[src/rtl/lsu_pkg.sv]
// lsu_pkg: shared access-mode codes, load FSM encoding and lane helpers
// for the MEM-stage store-buffer bridge.
package lsu_pkg;

  localparam logic [3:0] M_WORD  = 4'd0;
  localparam logic [3:0] M_BYTE  = 4'd1;
  localparam logic [3:0] M_HALF  = 4'd2;
  localparam logic [3:0] M_BYTEU = 4'd3;
  localparam logic [3:0] M_HALFU = 4'd4;
  localparam logic [3:0] M_DWORD = 4'd5;

  localparam logic [1:0] SZ_B = 2'd0;
  localparam logic [1:0] SZ_H = 2'd1;
  localparam logic [1:0] SZ_W = 2'd2;
  localparam logic [1:0] SZ_D = 2'd3;

  typedef enum logic [1:0] {
    L_IDLE = 2'd0,
    L_REQ  = 2'd1,
    L_WAIT = 2'd2
  } lstate_t;

  function automatic int lanes(input int dw);
    return dw / 8;
  endfunction

  // access size; DWORD folds to WORD on a 32-bit bus
  function automatic logic [1:0] mode_size(
    input logic [3:0] m,
    input logic       wide
  );
    logic [1:0] s;
    s = SZ_W;
    unique case (1'b1)
      (m == M_BYTE) || (m == M_BYTEU): s = SZ_B;
      (m == M_HALF) || (m == M_HALFU): s = SZ_H;
      (m == M_DWORD):                  s = wide ? SZ_D : SZ_W;
      default:                         s = SZ_W;
    endcase
    return s;
  endfunction

  function automatic logic mode_unsigned(input logic [3:0] m);
    return (m == M_BYTEU) || (m == M_HALFU);
  endfunction

endpackage

[src/rtl/lsu_lane_align.sv]
// lsu_lane_align: store byte-enable / lane replication (LOAD=0)
// or load lane extraction with sign/zero extension (LOAD=1).
module lsu_lane_align
  import lsu_pkg::*;
#(
  parameter int DATA_W = 32,
  parameter bit LOAD   = 1'b0
) (
  input  logic [3:0]                  mode,
  input  logic [$clog2(DATA_W/8)-1:0] off,
  input  logic [DATA_W-1:0]           din,
  output logic [DATA_W/8-1:0]         be,
  output logic [DATA_W-1:0]           dout
);

  localparam int  NL   = lanes(DATA_W);
  localparam logic WIDE = (DATA_W == 64);

  logic [1:0] sz;
  assign sz = mode_size(mode, WIDE);

  if (LOAD) begin : g_ld
    logic [DATA_W-1:0] sh;
    logic              sx8;
    logic              sx16;

    assign sh   = din >> {off, 3'b000};
    assign sx8  = ~mode_unsigned(mode) & sh[7];
    assign sx16 = ~mode_unsigned(mode) & sh[15];
    assign be   = '1;

    // pick the addressed lane and extend it to full width
    always_comb begin
      dout = sh;
      unique case (sz)
        SZ_B:    dout = {{(DATA_W-8){sx8}}, sh[7:0]};
        SZ_H:    dout = {{(DATA_W-16){sx16}}, sh[15:0]};
        SZ_W:    dout = DATA_W'($signed(sh[31:0]));
        default: dout = sh;
      endcase
    end
  end else begin : g_st
    // replicate store data into every lane and enable the addressed bytes
    always_comb begin
      be   = '0;
      dout = din;
      unique case (sz)
        SZ_B: begin
          be   = NL'(1) << off;
          dout = {NL{din[7:0]}};
        end
        SZ_H: begin
          be   = NL'(3) << off;
          dout = {(NL/2){din[15:0]}};
        end
        SZ_W: begin
          be   = NL'(15) << off;
          dout = {(NL/4){din[31:0]}};
        end
        default: begin
          be   = '1;
          dout = din;
        end
      endcase
    end
  end

endmodule

[src/rtl/lsu_store_buffer_bridge.sv]
// lsu_store_buffer_bridge: MEM-stage store FIFO + blocking load FSM.
// Optional LSU_ALIGN_EXC_EN raises AdEL/AdES on misaligned accesses.
module lsu_store_buffer_bridge
  import lsu_pkg::*;
#(
  parameter int DATA_W     = 32,
  parameter int ADDR_W     = 32,
  parameter int SBUF_DEPTH = 4
) (
  input  logic                clk,
  input  logic                reset,
  input  logic                req_valid,
  output logic                req_ready,
  input  logic                req_we,
  input  logic [3:0]          req_mode,
  input  logic [ADDR_W-1:0]   req_addr,
  input  logic [DATA_W-1:0]   req_wdata,
  input  logic                int_req,
  output logic                ld_valid,
  output logic [DATA_W-1:0]   ld_data,
  output logic                exc_valid,
  output logic                exc_store,
  output logic                busy,
  output logic                m_valid,
  input  logic                m_ready,
  output logic                m_we,
  output logic [ADDR_W-1:0]   m_addr,
  output logic [DATA_W/8-1:0] m_byteen,
  output logic [DATA_W-1:0]   m_wdata,
  input  logic                m_rvalid,
  input  logic [DATA_W-1:0]   m_rdata
);

  localparam int   NL   = lanes(DATA_W);
  localparam int   LB   = $clog2(NL);
  localparam int   PW   = $clog2(SBUF_DEPTH);
  localparam logic WIDE = (DATA_W == 64);
  localparam logic [PW:0] FULL_CNT = (PW+1)'(SBUF_DEPTH);

  lstate_t fsm;

  logic [ADDR_W-1:0] q_addr [SBUF_DEPTH];
  logic [NL-1:0]     q_be   [SBUF_DEPTH];
  logic [DATA_W-1:0] q_data [SBUF_DEPTH];
  logic [PW-1:0]     head;
  logic [PW-1:0]     tail;
  logic [PW:0]       count;

  logic [ADDR_W-1:0] ld_addr;
  logic [3:0]        ld_mode;
  logic [LB-1:0]     ld_off;

  logic              idle;
  logic              full;
  logic              empty;
  logic              acc;
  logic              misal;
  logic              push;
  logic              pop;
  logic              ld_go;
  logic              drain;
  logic [1:0]        sz;
  logic [LB-1:0]     off;
  logic [LB-1:0]     amask;
  logic [LB-1:0]     off_al;
  logic [ADDR_W-1:0] addr_al;
  logic [NL-1:0]     st_be;
  logic [DATA_W-1:0] st_wdata;
  logic [NL-1:0]     ld_be;
  logic [DATA_W-1:0] ld_ext;

  assign idle  = (fsm == L_IDLE);
  assign full  = (count == FULL_CNT);
  assign empty = (count == '0);

  assign req_ready = idle && !full &&
                     (req_we || !req_valid || empty);
  assign acc = req_valid && req_ready;

  assign sz      = mode_size(req_mode, WIDE);
  assign off     = req_addr[LB-1:0];
  assign amask   = LB'((4'd1 << sz) - 4'd1);
  assign off_al  = off & ~amask;
  assign addr_al = {req_addr[ADDR_W-1:LB], {LB{1'b0}}};

`ifdef LSU_ALIGN_EXC_EN
  assign misal = |(off & amask);
`else
  assign misal = 1'b0;
`endif

  assign push  = acc && req_we && !int_req && !misal;
  assign ld_go = acc && !req_we && !misal;
  assign drain = idle && !empty;
  assign pop   = drain && m_ready;

  lsu_lane_align #(
    .DATA_W (DATA_W),
    .LOAD   (1'b0)
  ) u_st_align (
    .mode (req_mode),
    .off  (off_al),
    .din  (req_wdata),
    .be   (st_be),
    .dout (st_wdata)
  );

  lsu_lane_align #(
    .DATA_W (DATA_W),
    .LOAD   (1'b1)
  ) u_ld_align (
    .mode (ld_mode),
    .off  (ld_off),
    .din  (m_rdata),
    .be   (ld_be),
    .dout (ld_ext)
  );

  assign m_valid  = drain || (fsm == L_REQ);
  assign m_we     = drain;
  assign m_addr   = drain ? q_addr[head] :
                    (fsm == L_REQ) ? ld_addr : '0;
  assign m_byteen = drain ? q_be[head] :
                    (fsm == L_REQ) ? ld_be : '0;
  assign m_wdata  = drain ? q_data[head] : '0;
  assign busy     = !empty || !idle;

  // store entry capture at the tail
  always_ff @(posedge clk) begin
    if (push) begin
      q_addr[tail] <= addr_al;
      q_be[tail]   <= st_be;
      q_data[tail] <= st_wdata;
    end
  end

  // FIFO pointers and occupancy
  always_ff @(posedge clk) begin
    if (reset) begin
      head  <= '0;
      tail  <= '0;
      count <= '0;
    end else begin
      if (push) tail <= tail + 1'b1;
      if (pop)  head <= head + 1'b1;
      unique case ({push, pop})
        2'b10:   count <= count + 1'b1;
        2'b01:   count <= count - 1'b1;
        default: count <= count;
      endcase
    end
  end

  // blocking load sequencer with registered result
  always_ff @(posedge clk) begin
    if (reset) begin
      fsm      <= L_IDLE;
      ld_valid <= 1'b0;
      ld_data  <= '0;
      ld_addr  <= '0;
      ld_mode  <= '0;
      ld_off   <= '0;
    end else begin
      ld_valid <= 1'b0;
      unique case (fsm)
        L_IDLE: begin
          if (ld_go) begin
            fsm     <= L_REQ;
            ld_addr <= addr_al;
            ld_mode <= req_mode;
            ld_off  <= off_al;
          end
        end
        L_REQ: begin
          if (m_ready) fsm <= L_WAIT;
        end
        L_WAIT: begin
          if (m_rvalid) begin
            fsm      <= L_IDLE;
            ld_valid <= 1'b1;
            ld_data  <= ld_ext;
          end
        end
        default: fsm <= L_IDLE;
      endcase
    end
  end

`ifdef LSU_ALIGN_EXC_EN
  // misalignment exception pulse, one cycle after accept
  always_ff @(posedge clk) begin
    if (reset) begin
      exc_valid <= 1'b0;
      exc_store <= 1'b0;
    end else begin
      exc_valid <= acc && misal && !(req_we && int_req);
      exc_store <= acc && misal && req_we && !int_req;
    end
  end
`else
  assign exc_valid = 1'b0;
  assign exc_store = 1'b0;
`endif

endmodule
[config.mk]
export PLATFORM = sky130hd
export DESIGN_NAME = lsu_store_buffer_bridge
export DESIGN_NICKNAME = d
export VERILOG_FILES = /design/src/rtl/lsu_pkg.sv /design/src/rtl/lsu_lane_align.sv /design/src/rtl/lsu_store_buffer_bridge.sv
export SDC_FILE = /design/constraint.sdc
export NUM_CORES = 1
export LEC_CHECK = 0
export ABC_AREA = 1
export CAP_MARGIN = 0
export CORE_MARGIN = 2
export CORE_UTILIZATION = 45
export CTS_BUF_LIST = sky130_fd_sc_hd__clkbuf_2
export CTS_CLUSTER_DIAMETER = 50
export DETAILED_ROUTE_END_ITERATION = 7
export GPL_TIMING_DRIVEN = 0
export PLACE_DENSITY = 0.8
export SETUP_SLACK_MARGIN = 0.5
export SYNTH_ARGS = -nofsm -noshare
export SYNTH_HDL_FRONTEND = slang
export SYNTH_SLANG_ARGS = --single-unit
[constraint.sdc]
create_clock -name clk -period 4.85 [get_ports clk]
set_input_delay 0.97 -clock clk [delete_from_list [all_inputs] [get_ports clk]]
set_output_delay 0.97 -clock clk [all_outputs]
set_load 0.02 [all_outputs]
==> metrics.md <==
| Metric | Value |
|---|---|
| Final Util | 57.0% |
| Clk_skew | 0.0910 ns |
| Post-synth top flop | edfxtp_1 |
| Hold endpoint | ld_mode[3]$_SDFFE_PP0P_ |
| Synth top area share | 54.1% |
| Yosys reg bits | 344 |
| Leakage | 7.15 nW |
| WP data required | 3.88 ns |
| Clk pwr share | 23.5% |
| Iteration-0 DRC Markers | 1038 |
| Worst slew pin tran | 1.04 ns |
| GRT Total Usage | 24.4% |
| Port bufs | 208 |
| Post-synth cell types | 33 |
| Top Ports | 214 |
| Crit-path cells | clkbuf_1 -> clkbuf_1 -> nand3_1 -> nand3_1 -> nand2_1 -> clkdlybuf4s50_1 |
| Count leader, synth | nand2_1 |
| Worst Hold Class | reg2reg |
| Critical Path Sink Type | primary output |
| Cell-internal power | 5.35 mW |
| Remaining Overflow, GRT | 0 |
| Die area | 34000 sq um |
| Ys async rst share | 0% |
| Final non-filler cell total | 2328 |
| Longest Clk Path Bufs | 3 |
| Die Y | 185 um |
| CTS tree | yes |
| Final Max Tran Viols | 0 |
| Max capacitance violation total | 0 |
| Number of synthesis warnings | 0 |
| Register area share after synthesis | 65.0% |
| Critical path arrival | 3.19 ns |
| Rel. slew slack | 30.2% |
| Vias in the first global route | 12200 |
| Startpoint types | register |
| CTS buffer count | 85 |
| Part of the power in combinational logic | 36.7% |
| Final worst setup slack | 0.687 ns |
| Vias/cell | 5.33 |
| Layout cell share with drive strength beyond 1 | 11.0% |
| Setup slack, reg-to-reg | 1.92 ns |
| Multi-input gate area | 4480 sq um |
| Post-CTS sizing | 0 |
| Switching Power | 3.28 mW |
| Hold Buf Count CTS | 0 |
| Fill count | 2769 |
| PwrDens | 469 nW/um^2 |
| Area leader, netlist | edfxtp_1 |
| Register Area | 9530 sq um |
| Post-synth EDFFs | 264 |
| Cells on worst reg2reg path | 7 |
| Synth cell count leaders | 335 x nand2_1, 264 x edfxtp_1, 264 x nor2_1 |
| Worst-Skew Late Latency | 0.94 ns |
| Kind of critical path | reg2out |
| Mapped Cells | 1504 |
| Synth-to-layout area growth | 25.5% |
| Sw Ratio | 38.0% |
| Syn_area_per_cell | 9.75 sq um |
| Max H-tree Level | 3 |
| DIE WIDTH | 185 um |
| Fmax | 240 MHz |
| Final hold vios | 0 |
| Reg2reg start | count[0]$_SDFFE_PP0P_ |
| Reg-to-Reg End | q_addr[1][7]$_DFFE_PP_ |
| Initial Util | 45.4% |
| Synth top area cells | edfxtp_1 54%, dfxtp_1 11%, nand2_1 8.6%, nor2_1 6.8%, o21ai_0 4.8% |
| Num Clock Sinks | 344 |
| Clock transition at path regs | 0.10 ns |
| DRT Wirelength | 41700 um |
| Largest net degree at the start of global routing | 30 |
| DRC | 0 |
| Nets | 1924 |
| Wire per inst | 17.9 um |
| Setup Fix Bufs, Post-CTS | 0 |
| Setup WS pre-CTS | 1.04 ns |
| Hold Startpoint | ld_mode[3]$_SDFFE_PP0P_ |
| Final worst path period need | 4.16 ns |
| CP max stage cell | clkdlybuf4s50_1 |
| Period utilisation layout | 85.8% |
| Post-Syn Area | 14700 sq um |
| First-pass GRT wire length | 63300 um |
| RSZ-0062 raised after global routing | false |
| Row cnt | 66 |
| HPWL after DPL | 28400 um |
| Root Buffer | clkbuf_2 |
| Core area | 32300 sq um |
| Detailed-route via count | 12400 |
| TritonRoute pass-1 iters | 6 |
| Reg power frac | 39.8% |
| Post-DRT Antenna Nets | 0 |
| Number of instances in the placed design | 2166 |
| Antenna violations before repair | 4 |
| Worst hold path depth | 2 |
| Routability congestion estimate | 0.915 |
| Critical path peak fanout | 10 |
| Final setup vio count | 0 |
| Run status | complete, no violations |
| Largest stage delay on the critical path | 0.54 ns |
| VDD IR-drop max | 0.000186 V |
layer usage:
| metal | share of wire (%) | vias to the layer above | global-route usage, % | wire length (um) |
|---|---|---|---|---|
| met5 | 0.031 | - | 0 | 13 |
| met4 | 3.1 | 2 | 11.3 | 1310 |
| met3 | 9.3 | 97 | 5.71 | 3870 |
| met2 | 48 | 652 | 40.8 | 20200 |
| met1 | 39 | 5860 | 30.0 | 16300 |
| li1 | - | 5786 | - | - |
critical path, delay by kind of cell (launching register included):
kind	cells	cell delay (ns)
buf+inv	3	1.56
simple gates	3	0.36
flops	1	0.40
sequential cells by signal, indices dropped and copies added, names as in the netlist, 2 cells and up, named ones only:
signal   count
count        3
fsm          2
head         2
ld_addr     30
ld_data     32
ld_mode      4
ld_off       2
q_addr     120
q_be        16
q_data     128
tail         2
power by group through the flow:
stage / registers (mW) / clock network (mW) / logic (mW)
5_1_grt: 3.45 / 2.23 / 3.42
4_1_cts: 3.43 / 2.07 / 3.17
3_5_place_dp: 3.50 / 0 / 3.15
2_1_floorplan: 3.50 / 0 / 1.75
6_report: 3.43 / 2.03 / 3.17
3_3_place_gp: 3.50 / 0 / 3.08
cell type report:
| class | instances | share of cell area [%] |
|---|---|---|
| Clock buffer | 124 | 3.37 |
| Sequential cell | 344 | 51.8 |
| Timing Repair Buffer | 217 | 12.4 |
| Clock inverter | 33 | 1.21 |
| Buffer | 93 | 2.40 |
| Antenna cell | 5 | 0.0680 |
| Multi-Input combinational cell | 1001 | 24.4 |
| Inverter | 69 | 1.42 |
| Tap cell | 442 | 3.00 |
metrics by stage:
stage	setup TNS, ns	hold WS (ns)	area, sq um	power (mW)
6_report	0	0.486	18400	8.63
3_3_place_gp	-658.22	0.456	17300	6.59
4_1_cts	0	0.492	18400	8.67
2_1_floorplan	0	0.444	14700	5.25
5_1_grt	0	0.510	18400	9.10
3_5_place_dp	0	0.471	17500	6.65
placed cells by master, fill, tap and decap left out, types with 2 or more instances in the layout:
master             n
nand3_2            2
nand2_1          335
ha_1               5
buf_2             32
inv_2              6
buf_4              8
nor2_1           259
edfxtp_1         264
o21a_1             8
nor2_2             3
buf_6              2
buf_16             3
bufinv_16          3
nand4_1           17
o21ai_1            3
o22ai_1            5
clkbuf_2         127
o211ai_1           7
o21ai_0          142
a21oi_1           50
o21bai_1           8
buf_12             6
inv_1             61
clkinv_1          25
clkinvlp_4         2
nand3_1          135
clkinv_2           2
nor2_4             4
conb_1             4
clkbuf_1          46
a21o_1             8
dfxtp_1           80
clkdlybuf4s50_1  208
diode_2            5
worst max-delay path by stage:
stage / end / slack (ns)
after floorplan: q_addr[0][0]$_DFFE_PP_ / 0.04
after global placement: q_addr[3][16]$_DFFE_PP_ / -2.56
after detailed placement: q_addr[1][16]$_DFFE_PP_ / 1.04
after CTS: m_addr[17] / 0.57
after global routing: m_addr[13] / 0.50
final: m_addr[29] / 0.69
cell families after synthesis:
| group | Yosys count | share of synthesized area (%) |
|---|---|---|
| AND/OR/NAND/NOR | 759 | 21.2 |
| flip-flops | 344 | 65.0 |
| AO/OA/AOI/OAI | 231 | 8.45 |
| buffers and inverters | 162 | 4.75 |
| adder cells (fa/ha/maj) | 6 | 0.563 |
| XOR/XNOR | 1 | 0.0597 |
| other | 1 | 0.0256 |
Power figures use the tool's default switching activity.
